## src/rtl/pe_pkg.sv

```systemverilog
`default_nettype none
// ============================================================================
// Module      : pe_pkg
// Description : Shared types and default widths for the dual-mode SlugTPU
//               processing element (weight-stationary / output-stationary).
// Revision    : 1.0 - initial release
// ----------------------------------------------------------------------------
// Contents    : pe_mode_e  - dataflow selected by mode_i
//               pe_state_e - PE control state
//               c_default_* - default parameter values
// ============================================================================
package pe_pkg;

    localparam int c_default_input_width  = 8;
    localparam int c_default_weight_width = 8;
    localparam int c_default_psum_width   = 32;
    localparam int c_default_saturate     = 1;

    typedef enum logic {
        PE_MODE_WS = 1'b0,
        PE_MODE_OS = 1'b1
    } pe_mode_e;

    typedef enum logic [1:0] {
        S_WS       = 2'd0,
        S_OS_ACC   = 2'd1,
        S_OS_DRAIN = 2'd2
    } pe_state_e;

endpackage : pe_pkg
`default_nettype wire

```

## src/rtl/pe_sat_add.sv

```systemverilog
`default_nettype none
// ============================================================================
// Module      : pe_sat_add
// Description : Combinational signed add of a psum/accumulator and a product.
//               The sum is formed one bit wider than the psum; an overflow is
//               flagged when the two top bits disagree, and the result is then
//               either clamped (SATURATE=1) or truncated (SATURATE=0).
// Revision    : 1.0 - initial release
// ----------------------------------------------------------------------------
// Ports       : a_i   [PSUM_WIDTH] signed addend (psum or accumulator)
//               b_i   [PROD_WIDTH] signed product
//               sum_o [PSUM_WIDTH] result after clamp/wrap
//               ovf_o              result did not fit in PSUM_WIDTH bits
// ============================================================================
module pe_sat_add #(
    parameter int PSUM_WIDTH = 32,
    parameter int PROD_WIDTH = 16,
    parameter int SATURATE   = 1
) (
    input  logic [PSUM_WIDTH-1:0] a_i,
    input  logic [PROD_WIDTH-1:0] b_i,
    output logic [PSUM_WIDTH-1:0] sum_o,
    output logic                  ovf_o
);

    localparam int c_ext = PSUM_WIDTH + 1 - PROD_WIDTH;

    logic [PSUM_WIDTH:0] w_wide;

    assign w_wide = {a_i[PSUM_WIDTH-1], a_i} + {{c_ext{b_i[PROD_WIDTH-1]}}, b_i};
    assign ovf_o  = w_wide[PSUM_WIDTH] ^ w_wide[PSUM_WIDTH-1];

    generate
        if (SATURATE != 0) begin : g_sat
            // The extra top bit holds the true sign, which picks the rail.
            always_comb begin
                if (ovf_o) begin
                    sum_o = w_wide[PSUM_WIDTH] ? {1'b1, {(PSUM_WIDTH-1){1'b0}}}
                                               : {1'b0, {(PSUM_WIDTH-1){1'b1}}};
                end else begin
                    sum_o = w_wide[PSUM_WIDTH-1:0];
                end
            end
        end else begin : g_wrap
            assign sum_o = w_wide[PSUM_WIDTH-1:0];
        end
    endgenerate

endmodule : pe_sat_add
`default_nettype wire

```

## src/rtl/pe_dualmode.sv

```systemverilog
`default_nettype none
// ============================================================================
// Module      : pe_dualmode
// Description : One MAC cell of the SlugTPU array supporting weight-stationary
//               and output-stationary dataflows. Double-buffered weights with a
//               column-wide swap, saturating/wrapping accumulate with a sticky
//               overflow flag, and an OS accumulator drained down the psum
//               chain. Activations flow east; weights, psums and swap south.
// Revision    : 1.0 - initial release
// ----------------------------------------------------------------------------
// Ports       : clk_i, rst_ni (sync, active-low)
//               mode_i            0 = WS, 1 = OS (quasi-static)
//               pe_clear_i        zero accumulator and overflow flag
//               pe_drain_i        OS drain request (whole column)
//               pe_input_*_i/o    activation chain, west -> east
//               pe_weight_*_i/o   weight chain (shadow register), north -> south
//               pe_swap_i/o       shadow -> active weight swap, north -> south
//               pe_psum_*_i/o     partial-sum chain, north -> south
//               pe_ovf_o          sticky overflow/saturation event
// ============================================================================
module pe_dualmode
    import pe_pkg::*;
#(
    parameter int INPUT_WIDTH  = c_default_input_width,
    parameter int WEIGHT_WIDTH = c_default_weight_width,
    parameter int PSUM_WIDTH   = c_default_psum_width,
    parameter int SATURATE     = c_default_saturate
) (
    input  logic                    clk_i,
    input  logic                    rst_ni,
    input  logic                    mode_i,
    input  logic                    pe_clear_i,
    input  logic                    pe_drain_i,
    input  logic [INPUT_WIDTH-1:0]  pe_input_i,
    input  logic                    pe_input_valid_i,
    output logic [INPUT_WIDTH-1:0]  pe_input_o,
    output logic                    pe_input_valid_o,
    input  logic [WEIGHT_WIDTH-1:0] pe_weight_i,
    input  logic                    pe_weight_valid_i,
    output logic [WEIGHT_WIDTH-1:0] pe_weight_o,
    output logic                    pe_weight_valid_o,
    input  logic                    pe_swap_i,
    output logic                    pe_swap_o,
    input  logic [PSUM_WIDTH-1:0]   pe_psum_i,
    input  logic                    pe_psum_valid_i,
    output logic [PSUM_WIDTH-1:0]   pe_psum_o,
    output logic                    pe_psum_valid_o,
    output logic                    pe_ovf_o
);

    localparam int c_prod_width = INPUT_WIDTH + WEIGHT_WIDTH;

    pe_mode_e                  r_mode;
    pe_state_e                 r_state;
    logic [INPUT_WIDTH-1:0]    r_input;
    logic                      r_input_valid;
    logic [WEIGHT_WIDTH-1:0]   r_w_sh;
    logic [WEIGHT_WIDTH-1:0]   r_w_act;
    logic                      r_weight_valid;
    logic                      r_swap;
    logic [PSUM_WIDTH-1:0]     r_psum;
    logic                      r_psum_valid;
    logic [PSUM_WIDTH-1:0]     r_acc;
    logic                      r_ovf;

    pe_mode_e                  w_mode_in;
    logic                      w_is_ws;
    logic                      w_os_fire;
    logic [WEIGHT_WIDTH-1:0]   w_mul_w;
    logic signed [c_prod_width-1:0] w_prod;
    logic [PSUM_WIDTH-1:0]     w_add_a;
    logic [PSUM_WIDTH-1:0]     w_sum;
    logic                      w_sum_ovf;
    logic [PSUM_WIDTH-1:0]     w_acc_next;

    assign w_mode_in = pe_mode_e'(mode_i);
    assign w_is_ws   = (r_state == S_WS);
    assign w_os_fire = pe_input_valid_i && pe_weight_valid_i;

    // Only one dataflow is active at a time, so a single multiplier and adder
    // serve both: WS multiplies by the active weight and adds the incoming
    // psum, OS multiplies by the streaming weight and adds the accumulator.
    assign w_mul_w = w_is_ws ? r_w_act : pe_weight_i;
    assign w_prod  = $signed(pe_input_i) * $signed(w_mul_w);
    assign w_add_a = w_is_ws ? (pe_psum_valid_i ? pe_psum_i : '0) : r_acc;

    pe_sat_add #(
        .PSUM_WIDTH (PSUM_WIDTH),
        .PROD_WIDTH (c_prod_width),
        .SATURATE   (SATURATE)
    ) u_sat_add (
        .a_i   (w_add_a),
        .b_i   (w_prod),
        .sum_o (w_sum),
        .ovf_o (w_sum_ovf)
    );

    assign w_acc_next = w_os_fire ? w_sum : r_acc;

    always_ff @(posedge clk_i) begin
        if (!rst_ni) begin
            r_mode         <= PE_MODE_WS;
            r_state        <= S_WS;
            r_input        <= '0;
            r_input_valid  <= 1'b0;
            r_w_sh         <= '0;
            r_w_act        <= '0;
            r_weight_valid <= 1'b0;
            r_swap         <= 1'b0;
            r_psum         <= '0;
            r_psum_valid   <= 1'b0;
            r_acc          <= '0;
            r_ovf          <= 1'b0;
        end else begin
            r_mode         <= w_mode_in;
            r_input        <= pe_input_i;
            r_input_valid  <= pe_input_valid_i;
            r_weight_valid <= pe_weight_valid_i;
            r_swap         <= pe_swap_i;

            if (pe_weight_valid_i) begin
                r_w_sh <= pe_weight_i;
            end
            // Reads the pre-update shadow so a same-cycle load is not swapped in.
            if (pe_swap_i) begin
                r_w_act <= r_w_sh;
            end

            case (r_state)
                S_WS: begin
                    if (pe_input_valid_i) begin
                        r_psum <= w_sum;
                        if (w_sum_ovf) begin
                            r_ovf <= 1'b1;
                        end
                    end
                    r_psum_valid <= pe_input_valid_i;
                end
                S_OS_ACC: begin
                    if (w_os_fire && w_sum_ovf) begin
                        r_ovf <= 1'b1;
                    end
                    if (pe_drain_i) begin
                        // Emit including any same-cycle MAC, then restart.
                        r_psum       <= w_acc_next;
                        r_psum_valid <= 1'b1;
                        r_acc        <= '0;
                        r_state      <= S_OS_DRAIN;
                    end else begin
                        r_psum_valid <= 1'b0;
                        r_acc        <= w_acc_next;
                    end
                end
                S_OS_DRAIN: begin
                    // Pass the rows above through while the fresh acc keeps going.
                    r_psum       <= pe_psum_i;
                    r_psum_valid <= pe_psum_valid_i;
                    r_acc        <= w_acc_next;
                    if (w_os_fire && w_sum_ovf) begin
                        r_ovf <= 1'b1;
                    end
                    if (!pe_drain_i) begin
                        r_state <= S_OS_ACC;
                    end
                end
                default: begin
                    r_state <= S_WS;
                end
            endcase

            if (pe_clear_i) begin
                r_acc <= '0;
                r_ovf <= 1'b0;
            end

            if (w_mode_in != r_mode) begin
                r_state <= (w_mode_in == PE_MODE_OS) ? S_OS_ACC : S_WS;
                r_acc   <= '0;
                r_ovf   <= 1'b0;
            end
        end
    end

    assign pe_input_o        = r_input;
    assign pe_input_valid_o  = r_input_valid;
    assign pe_weight_o       = r_w_sh;
    assign pe_weight_valid_o = r_weight_valid;
    assign pe_swap_o         = r_swap;
    assign pe_psum_o         = r_psum;
    assign pe_psum_valid_o   = r_psum_valid;
    assign pe_ovf_o          = r_ovf;

endmodule : pe_dualmode
`default_nettype wire

```

## config.mk

```make
export PLATFORM = sky130hd
export DESIGN_NAME = pe_dualmode
export DESIGN_NICKNAME = d
export VERILOG_FILES = /design/src/rtl/pe_pkg.sv /design/src/rtl/pe_sat_add.sv /design/src/rtl/pe_dualmode.sv
export SDC_FILE = /design/constraint.sdc
export NUM_CORES = 1
export LEC_CHECK = 0
export CELL_PAD_IN_SITES_DETAIL_PLACEMENT = 0
export CELL_PAD_IN_SITES_GLOBAL_PLACEMENT = 1
export CORE_ASPECT_RATIO = 1.25
export CORE_MARGIN = 5
export CORE_UTILIZATION = 47
export DETAILED_ROUTE_END_ITERATION = 10
export GPL_TIMING_DRIVEN = 0
export HOLD_SLACK_MARGIN = 0.03
export MAX_ROUTING_LAYER = met4
export PLACE_DENSITY_LB_ADDON = 0.08
export SLEW_MARGIN = 15
export SYNTH_ARGS = -nofsm -noshare
export SYNTH_HDL_FRONTEND = slang
export SYNTH_HIERARCHICAL = 1
export SYNTH_SLANG_ARGS = --single-unit
```

## constraint.sdc

```tcl
create_clock -name clk_i -period 26.5 [get_ports clk_i]
set_clock_uncertainty 0.2 [all_clocks]
set_input_delay 5.3 -clock clk_i [delete_from_list [all_inputs] [get_ports clk_i]]
set_output_delay 5.3 -clock clk_i [all_outputs]
set_load 0.005 [all_outputs]
```

* Word-level counts from Yosys, hierarchy flattened
Cells that the tools add are included.
** Word-level totals
- Flip-flop bits (word level) :: 96
- Input port bits :: 57
- Output and inout bits :: 53
- Word-level logic and storage cells :: 59
** Operators by class
- Add/subtract/negate cells :: 1
- Multipliers :: 1
- Equal/unequal tests :: 10
- Mux-type cells :: 22
- Bitwise logic cells :: 2
- Reductions and logical operators :: 11
** Operator list (number)
- 32-bit 2-to-1 mux :: 8
- 32-bit one-hot mux with 3 select lines :: 1
- 32-bit one-hot mux with 2 select lines :: 1
- 32-bit by 16-bit adder with 33-bit output :: 1
- 8-bit by 8-bit multiplier with 16-bit output :: 1
- 8-bit 2-to-1 mux :: 1
- 2-bit 2-to-1 mux :: 3
- 2-bit by 1-bit != test with 1-bit output (second input constant) :: 3
- 3-bit != test (second input constant) :: 2
- 2-bit one-hot mux with 3 select lines :: 1
- 3-bit AND reduction :: 2
- 1-bit 2-to-1 mux :: 5
- 2-bit != test (second input constant) :: 2
- 4-bit AND reduction :: 1
- 2-bit nonzero test :: 2
- 1-bit one-hot mux with 3 select lines :: 1
- 3-bit nonzero test :: 1
- 3-bit OR reduction :: 1
- 2-bit by 1-bit == test with 1-bit output (second input constant) :: 1
- 2-bit == test (second input constant) :: 1
- 1-bit logical AND :: 2
- 2-bit zero test :: 1
- 1-bit one-hot mux with 2 select lines :: 1
- 2-bit OR reduction :: 1
- other kinds (3) :: 3

* Logic depth before layout (Yosys ltp)
- Depth after elaboration :: 9
- Gate-level depth with buffers :: 35
- Depth with buffers taken out :: 31

* Hierarchy
Netlist, hierarchy kept.
** By module, submodules not included
- pe_dualmode :: times used 1, cells an instance 815, area an instance 7099.3 sq um, seq. area each 1921.8 sq um
- pe_sat_add :: times used 1, cells an instance 287, area an instance 2043.2 sq um, seq. area each 0.0 sq um

* Least setup slack after synthesis
No wires, ideal clock.
- Path type :: input -> register
- From :: input pe_weight_i[3]
- To :: register r_psum[11], in the netlist pe_psum_o[11]
- Arrival time :: 12.582 ns
- Setup slack :: 13.601 ns
- Stages on the path :: 29
- Buffers on the path :: 3
- Cell sequence :: mux2_2 -> and2_1 -> fa_1 -> inv_1 -> fa_1 -> fa_1 -> fa_1 -> inv_1 -> ha_1 -> clkbuf_1 -> a21oi_1 -> o22ai_1 -> o21ai_0 -> o211ai_1 -> xnor2_1 -> ha_1 -> buf_6 -> and3_4 -> and2_4 -> a221o_1 -> a221o_1 -> a311oi_2 -> nand2_1 -> mux2i_4 -> buf_6 -> o21ai_2 -> a22oi_1 -> nand2_1 -> o211a_1
** Between the ends
- Longest elaborated chain between the ends :: 8
- Elaborated cells between the ends (all ways) :: 10
- Classes of those cells :: add/sub: 1; mul: 1; mux: 7; bitwise: 1
** Ends and longest elaborated chain
- from (decl) :: line pe_dualmode.sv:38 : input logic [WEIGHT_WIDTH-1:0] pe_weight_i,
- 8-bit 2-to-1 mux (*) :: line pe_dualmode.sv:83 : assign w_mul_w = w_is_ws ? r_w_act : pe_weight_i;
- 8-bit by 8-bit multiplier with 16-bit output (*) :: line pe_dualmode.sv:84 : assign w_prod = $signed(pe_input_i) * $signed(w_mul_w);
- net w_prod[15] :: line pe_dualmode.sv:70 : logic signed [c_prod_width-1:0] w_prod;
- 32-bit by 16-bit adder with 33-bit output (*) :: line pe_sat_add.sv:30 : assign w_wide = {a_i[PSUM_WIDTH-1], a_i} + {{c_ext{b_i[PROD_WIDTH-1]}}, b_i};
- 32-bit 2-to-1 mux / 1-bit bitwise XOR (equally long branches) :: line pe_sat_add.sv:38, pe_sat_add.sv:31
- 32-bit 2-to-1 mux (*) :: line pe_sat_add.sv:37 : if (ovf_o) begin
- net w_sum[11] :: line pe_dualmode.sv:72 : logic [PSUM_WIDTH-1:0] w_sum;
- 32-bit 2-to-1 mux :: line pe_dualmode.sv:98 : assign w_acc_next = w_os_fire ? w_sum : r_acc;
- 32-bit 2-to-1 mux :: line pe_dualmode.sv:143 : if (pe_drain_i) begin
- 32-bit one-hot mux with 3 select lines (*) :: line pe_dualmode.sv:129 : case (r_state)
- to (signal assigned) :: line pe_dualmode.sv:132 : r_psum <= w_sum;
- to (signal assigned) :: line pe_dualmode.sv:145 : r_psum <= w_acc_next;
- to (signal assigned) :: line pe_dualmode.sv:156 : r_psum <= pe_psum_i;
- to (decl) :: line pe_dualmode.sv:61 : logic [PSUM_WIDTH-1:0] r_psum;
The timed path passes the listed nets; every way through them passes the cells marked *. The select of a mux whose other input is x is not followed.
A chain may end at the register's enable or synchronous reset.

* Final worst setup path
- From :: input pe_weight_i[7]
- To :: register r_psum[13], in the netlist pe_psum_o[13]
The elaborated chain is that of the path after synthesis.

==> impl_summary.log <==
INFO  metric insertion_delay = between 0.3 and 0.4 ns
INFO  metric multi_input_comb_area = around 0.0065 mm^2
INFO  metric synth.cell_area = between 0.009 and 0.01 mm^2
INFO  metric number_of_antenna_violations_at_the_first_check_in_global_routing = 0
INFO  metric grt_pass1_wl = between 40000 and 50000 um
INFO  metric synth-edff-count = 0
INFO  metric power.total = 1050 uW
INFO  metric synth.top_cells.by_area = sky130_fd_sc_hd__dfxtp_1 21%, sky130_fd_sc_hd__fa_1 12%, sky130_fd_sc_hd__ha_1 9.0%, sky130_fd_sc_hd__a22oi_1 5.3%, sky130_fd_sc_hd__inv_1 5.0%
INFO  metric clkSlewWorstSetupHoldPaths = 0.08 ns
INFO  metric drc = 0
INFO  metric grt_pass1_vias = just over 8k
INFO  metric ys_seq_area_frac = 0.210
INFO  metric synth_flop_cell = sky130_fd_sc_hd__dfxtp_1
INFO  metric post-route-min-period = between 10 and 15 ns
INFO  metric dominant_combinational_cell_family_by_area_after_synthesis = compound AO/OA/AOI/OAI gates
INFO  metric synth_largest_area_cell = sky130_fd_sc_hd__dfxtp_1
INFO  metric critPathArrivalTime = around 14 ns
INFO  metric cellPowerDensity = between 90 and 100 mW/mm^2
INFO  metric path_delay_family = compound AO/OA/AOI/OAI gates
INFO  metric synth_compound_area_frac = 0.255
INFO  metric setup_viol = 0
INFO  metric synthArstFlopShare = 0
INFO  metric root_buffer = sky130_fd_sc_hd__clkbuf_16
INFO  metric clock_tree.buffer_depth = 2
INFO  metric synthXorXnorAreaFrac = 0.0401
INFO  metric r2r_slack = 16.72 ns
INFO  metric critical_path_class = primary input to flip-flop
INFO  metric placementRows = 57
INFO  metric globalplace.congestion = ~0.91
INFO  metric synth.net_count = 1281
INFO  metric yosys_register_bits = 96
INFO  metric cts_resized = 0
INFO  metric fp.coreArea = 0.0193 mm^2
INFO  metric path_common_cell = sky130_fd_sc_hd__fa_1
INFO  metric worst_path_largest_cell_delay = roughly 0.74 ns
INFO  metric tritoncts = done
INFO  metric peak_ir_drop_on_the_vdd_network = 43.4 uV
INFO  metric max-slew-margin-rel = 0.319
INFO  metric grt_use_total = 0.244
INFO  metric antenna_left = 0
INFO  metric yosys_warnings = 6
INFO  metric die_w = 135 um
INFO  metric critPathMaxFanout = 10
INFO  metric finish.net_count = 1398
INFO  metric postPlaceCellArea = roughly 0.011 mm^2
INFO  metric area_growth = 18.8%
INFO  metric io_buffer_count = roughly 110
INFO  metric synth-simple-area-share = 0.165
INFO  metric startpoint_type = primary input
INFO  metric fmax = around 70 MHz
INFO  metric report.final.hold_viol_count = 0
INFO  metric synth.most_common_cell = sky130_fd_sc_hd__inv_1
INFO  metric critPathCaptureType = flip-flop
INFO  metric avgRoutedWirePerCell = around 18 um
INFO  metric layout_worst_path_cycle_share = 0.530
INFO  metric hold-path-cell-count = 2
INFO  metric clock_sinks = 96
INFO  metric netlist_top_cells_count = 123 x sky130_fd_sc_hd__inv_1, 96 x sky130_fd_sc_hd__dfxtp_1, 68 x sky130_fd_sc_hd__nand2_1
INFO  metric htree_num_levels = 3
INFO  metric final_max_slew_viol_count = 0
INFO  metric synth_cell_type_count = between 70 and 80
INFO  metric seq_area = between 0.0015 and 0.002 mm^2
INFO  metric first_iteration_detailed_routing_drc_count = ~480
INFO  metric cts_made_buffers = 9
INFO  metric critical_path.reg2reg.startpoint = r_state[0]
INFO  metric drt-total-wl = 27000 um
INFO  metric critical_path.n_buffers_inverters = 7
INFO  metric top_area_cell_type_share_of_the_netlist_area = 0.210
INFO  metric holdPathEnd = pe_ovf_o
INFO  metric pin_count = 110
INFO  metric synth_area_per_cell = between 8 and 9 um^2
INFO  metric max_cap_violations = 0
INFO  metric detailed_place_hpwl = roughly 21000 um
INFO  metric worstHoldPathType = flip-flop to flip-flop
INFO  metric post_drt_via_cell_ratio = between 5 and 6
INFO  metric required_time_reported_for_the_critical_path_endpoint = about 27 ns
INFO  metric timing_worst_slew_pin_value = 0.993 ns
INFO  metric run_status = finished clean
INFO  metric final_layout_size_suffix_gt1_frac = 0.0482
INFO  metric overflow = 0
INFO  metric num_vias = between 8k and 9k
INFO  metric synth.mux.area_fraction = 0.0359
INFO  metric n_fill_cell = between 1.5k and 2k
INFO  metric critical_path_s_slowest_cell = sky130_fd_sc_hd__mux2i_1
INFO  metric die_ar = between 0.02 and 0.025 mm^2
INFO  metric timing.reg2reg.worst_path_depth = 33
INFO  metric final.setup.tns = 0 ns
INFO  metric die-height = approximately 170 um
INFO  metric firstDrtPassIters = 5
INFO  metric regToRegEndpoint = pe_psum_o[13]
INFO  metric worst_hold_startpoint = pe_ovf_o
INFO  metric ctsHoldBuffers = 0
INFO  metric p_leak = around 0.0047 uW
INFO  metric syn-instance-count = approximately 1.1k
INFO  metric floorplan.initialDensity = 0.473
INFO  metric antenna_cells = 0
INFO  metric adder_cell_share_of_the_synthesized_area = 0.213
INFO  metric post-route-cell-area = between 0.01 and 0.015 mm^2
INFO  metric grt_start_max_net_pins = 22
INFO  metric grt_setup_unrepaired = no
INFO  metric postCtsSetupRepairBufs = 0
how the worst max path moves through the flow:
| stage | from | to | slack (ns) | cells after the start |
|---|---|---|---|---|
| final | pe_weight_i[7] | pe_psum_o[13] | 12.47 | 31 |
| after global routing | pe_weight_i[7] | pe_psum_o[13] | 11.99 | 30 |
| after CTS | pe_weight_i[7] | pe_psum_o[13] | 12.41 | 31 |
| after detailed placement | pe_weight_i[7] | pe_psum_o[13] | 12.07 | 31 |
| after global placement | pe_weight_i[7] | pe_psum_o[13] | 11.24 | 30 |
| after floorplan | pe_weight_i[3] | pe_psum_o[11] | 13.60 | 29 |
cells in the final DEF, fill, tap and decap left out, types with 8 or more instances in the layout:
cell type                         synthesis  routed
sky130_fd_sc_hd__fa_1                    56      56
sky130_fd_sc_hd__ha_1                    66      66
sky130_fd_sc_hd__clkbuf_16                0       9
sky130_fd_sc_hd__nand3_1                 48      48
sky130_fd_sc_hd__xor2_1                  15      15
sky130_fd_sc_hd__a22oi_1                 65      65
sky130_fd_sc_hd__clkdlybuf4s50_1          0     105
sky130_fd_sc_hd__a21oi_1                 54      54
sky130_fd_sc_hd__and2_1                  30      30
sky130_fd_sc_hd__a21o_1                  13      13
sky130_fd_sc_hd__nand2_1                 68      68
sky130_fd_sc_hd__dfxtp_1                 96      96
sky130_fd_sc_hd__clkbuf_1                54      54
sky130_fd_sc_hd__o21ai_0                 61      61
sky130_fd_sc_hd__inv_1                  123     123
sky130_fd_sc_hd__o211a_1                 32      32
sky130_fd_sc_hd__nand2b_1                 8       8
sky130_fd_sc_hd__a22o_1                  32      32
sky130_fd_sc_hd__mux2i_1                 26      26
sky130_fd_sc_hd__nor2b_1                 51      51
sky130_fd_sc_hd__nor2_1                  59      59
sky130_fd_sc_hd__xnor2_1                 25      24
sky130_fd_sc_hd__o21a_1                   9       9
report_power, final:
part	switching (uW)	internal, uW
clock network	69.8	68.5
registers	12.1	166
logic	432	306
total	514	540
metal layers:
metal  track usage  routed length (um)  up-vias
met5             -                   0        -
met4        0.0638                 548        0
met3        0.0252                 954       33
met2         0.443               14100      188
met1         0.286               11400     3952
li1              -                   -     4084
worst min-delay path, cell delays in order (launching register included):
cell                      delay (ns)
sky130_fd_sc_hd__dfxtp_1        0.34
sky130_fd_sc_hd__a31oi_1        0.04
sky130_fd_sc_hd__nor2_1         0.07
sequential cells by signal, summed over array words and instances, names as in the netlist, 2 cells and up:
name         count
pe_weight_o      8
pe_input_o       8
r_acc           32
pe_psum_o       32
r_state          2
r_w_act          8
final cells by class:
class / instances / area share
buffer: 67 / 0.0255
inverter: 123 / 0.0425
clock inverter: 7 / 0.00841
multi-input combinational: 816 / 0.598
sequential: 96 / 0.177
timing repair buffer: 106 / 0.0978
clock buffer: 9 / 0.0207
tap: 265 / 0.0305
through the flow:
| stage | util | instances | hold slack (ns) | setup WS [ns] |
|---|---|---|---|---|
| floorplan | - | 1102 | 0.261 | 13.60 |
| global placement | 0.545 | 1472 | 0.273 | 11.24 |
| detailed placement | 0.546 | 1473 | 0.271 | 12.07 |
| CTS | 0.562 | 1489 | 0.290 | 12.41 |
| global route | 0.562 | 1489 | 0.318 | 11.99 |
| finish | 0.562 | 1489 | 0.291 | 12.47 |
logic make-up (layout without fill, tap and decap cells):
logic type	after synthesis	after routing
AO/OA/AOI/OAI	325	325
XOR/XNOR	41	41
adder cells (fa/ha/maj)	122	122
buffers and inverters	190	312
flip-flops	96	96
multiplexers	31	31
AND/OR/NAND/NOR	297	297
Note: power is estimated with default switching activity, not from simulation.
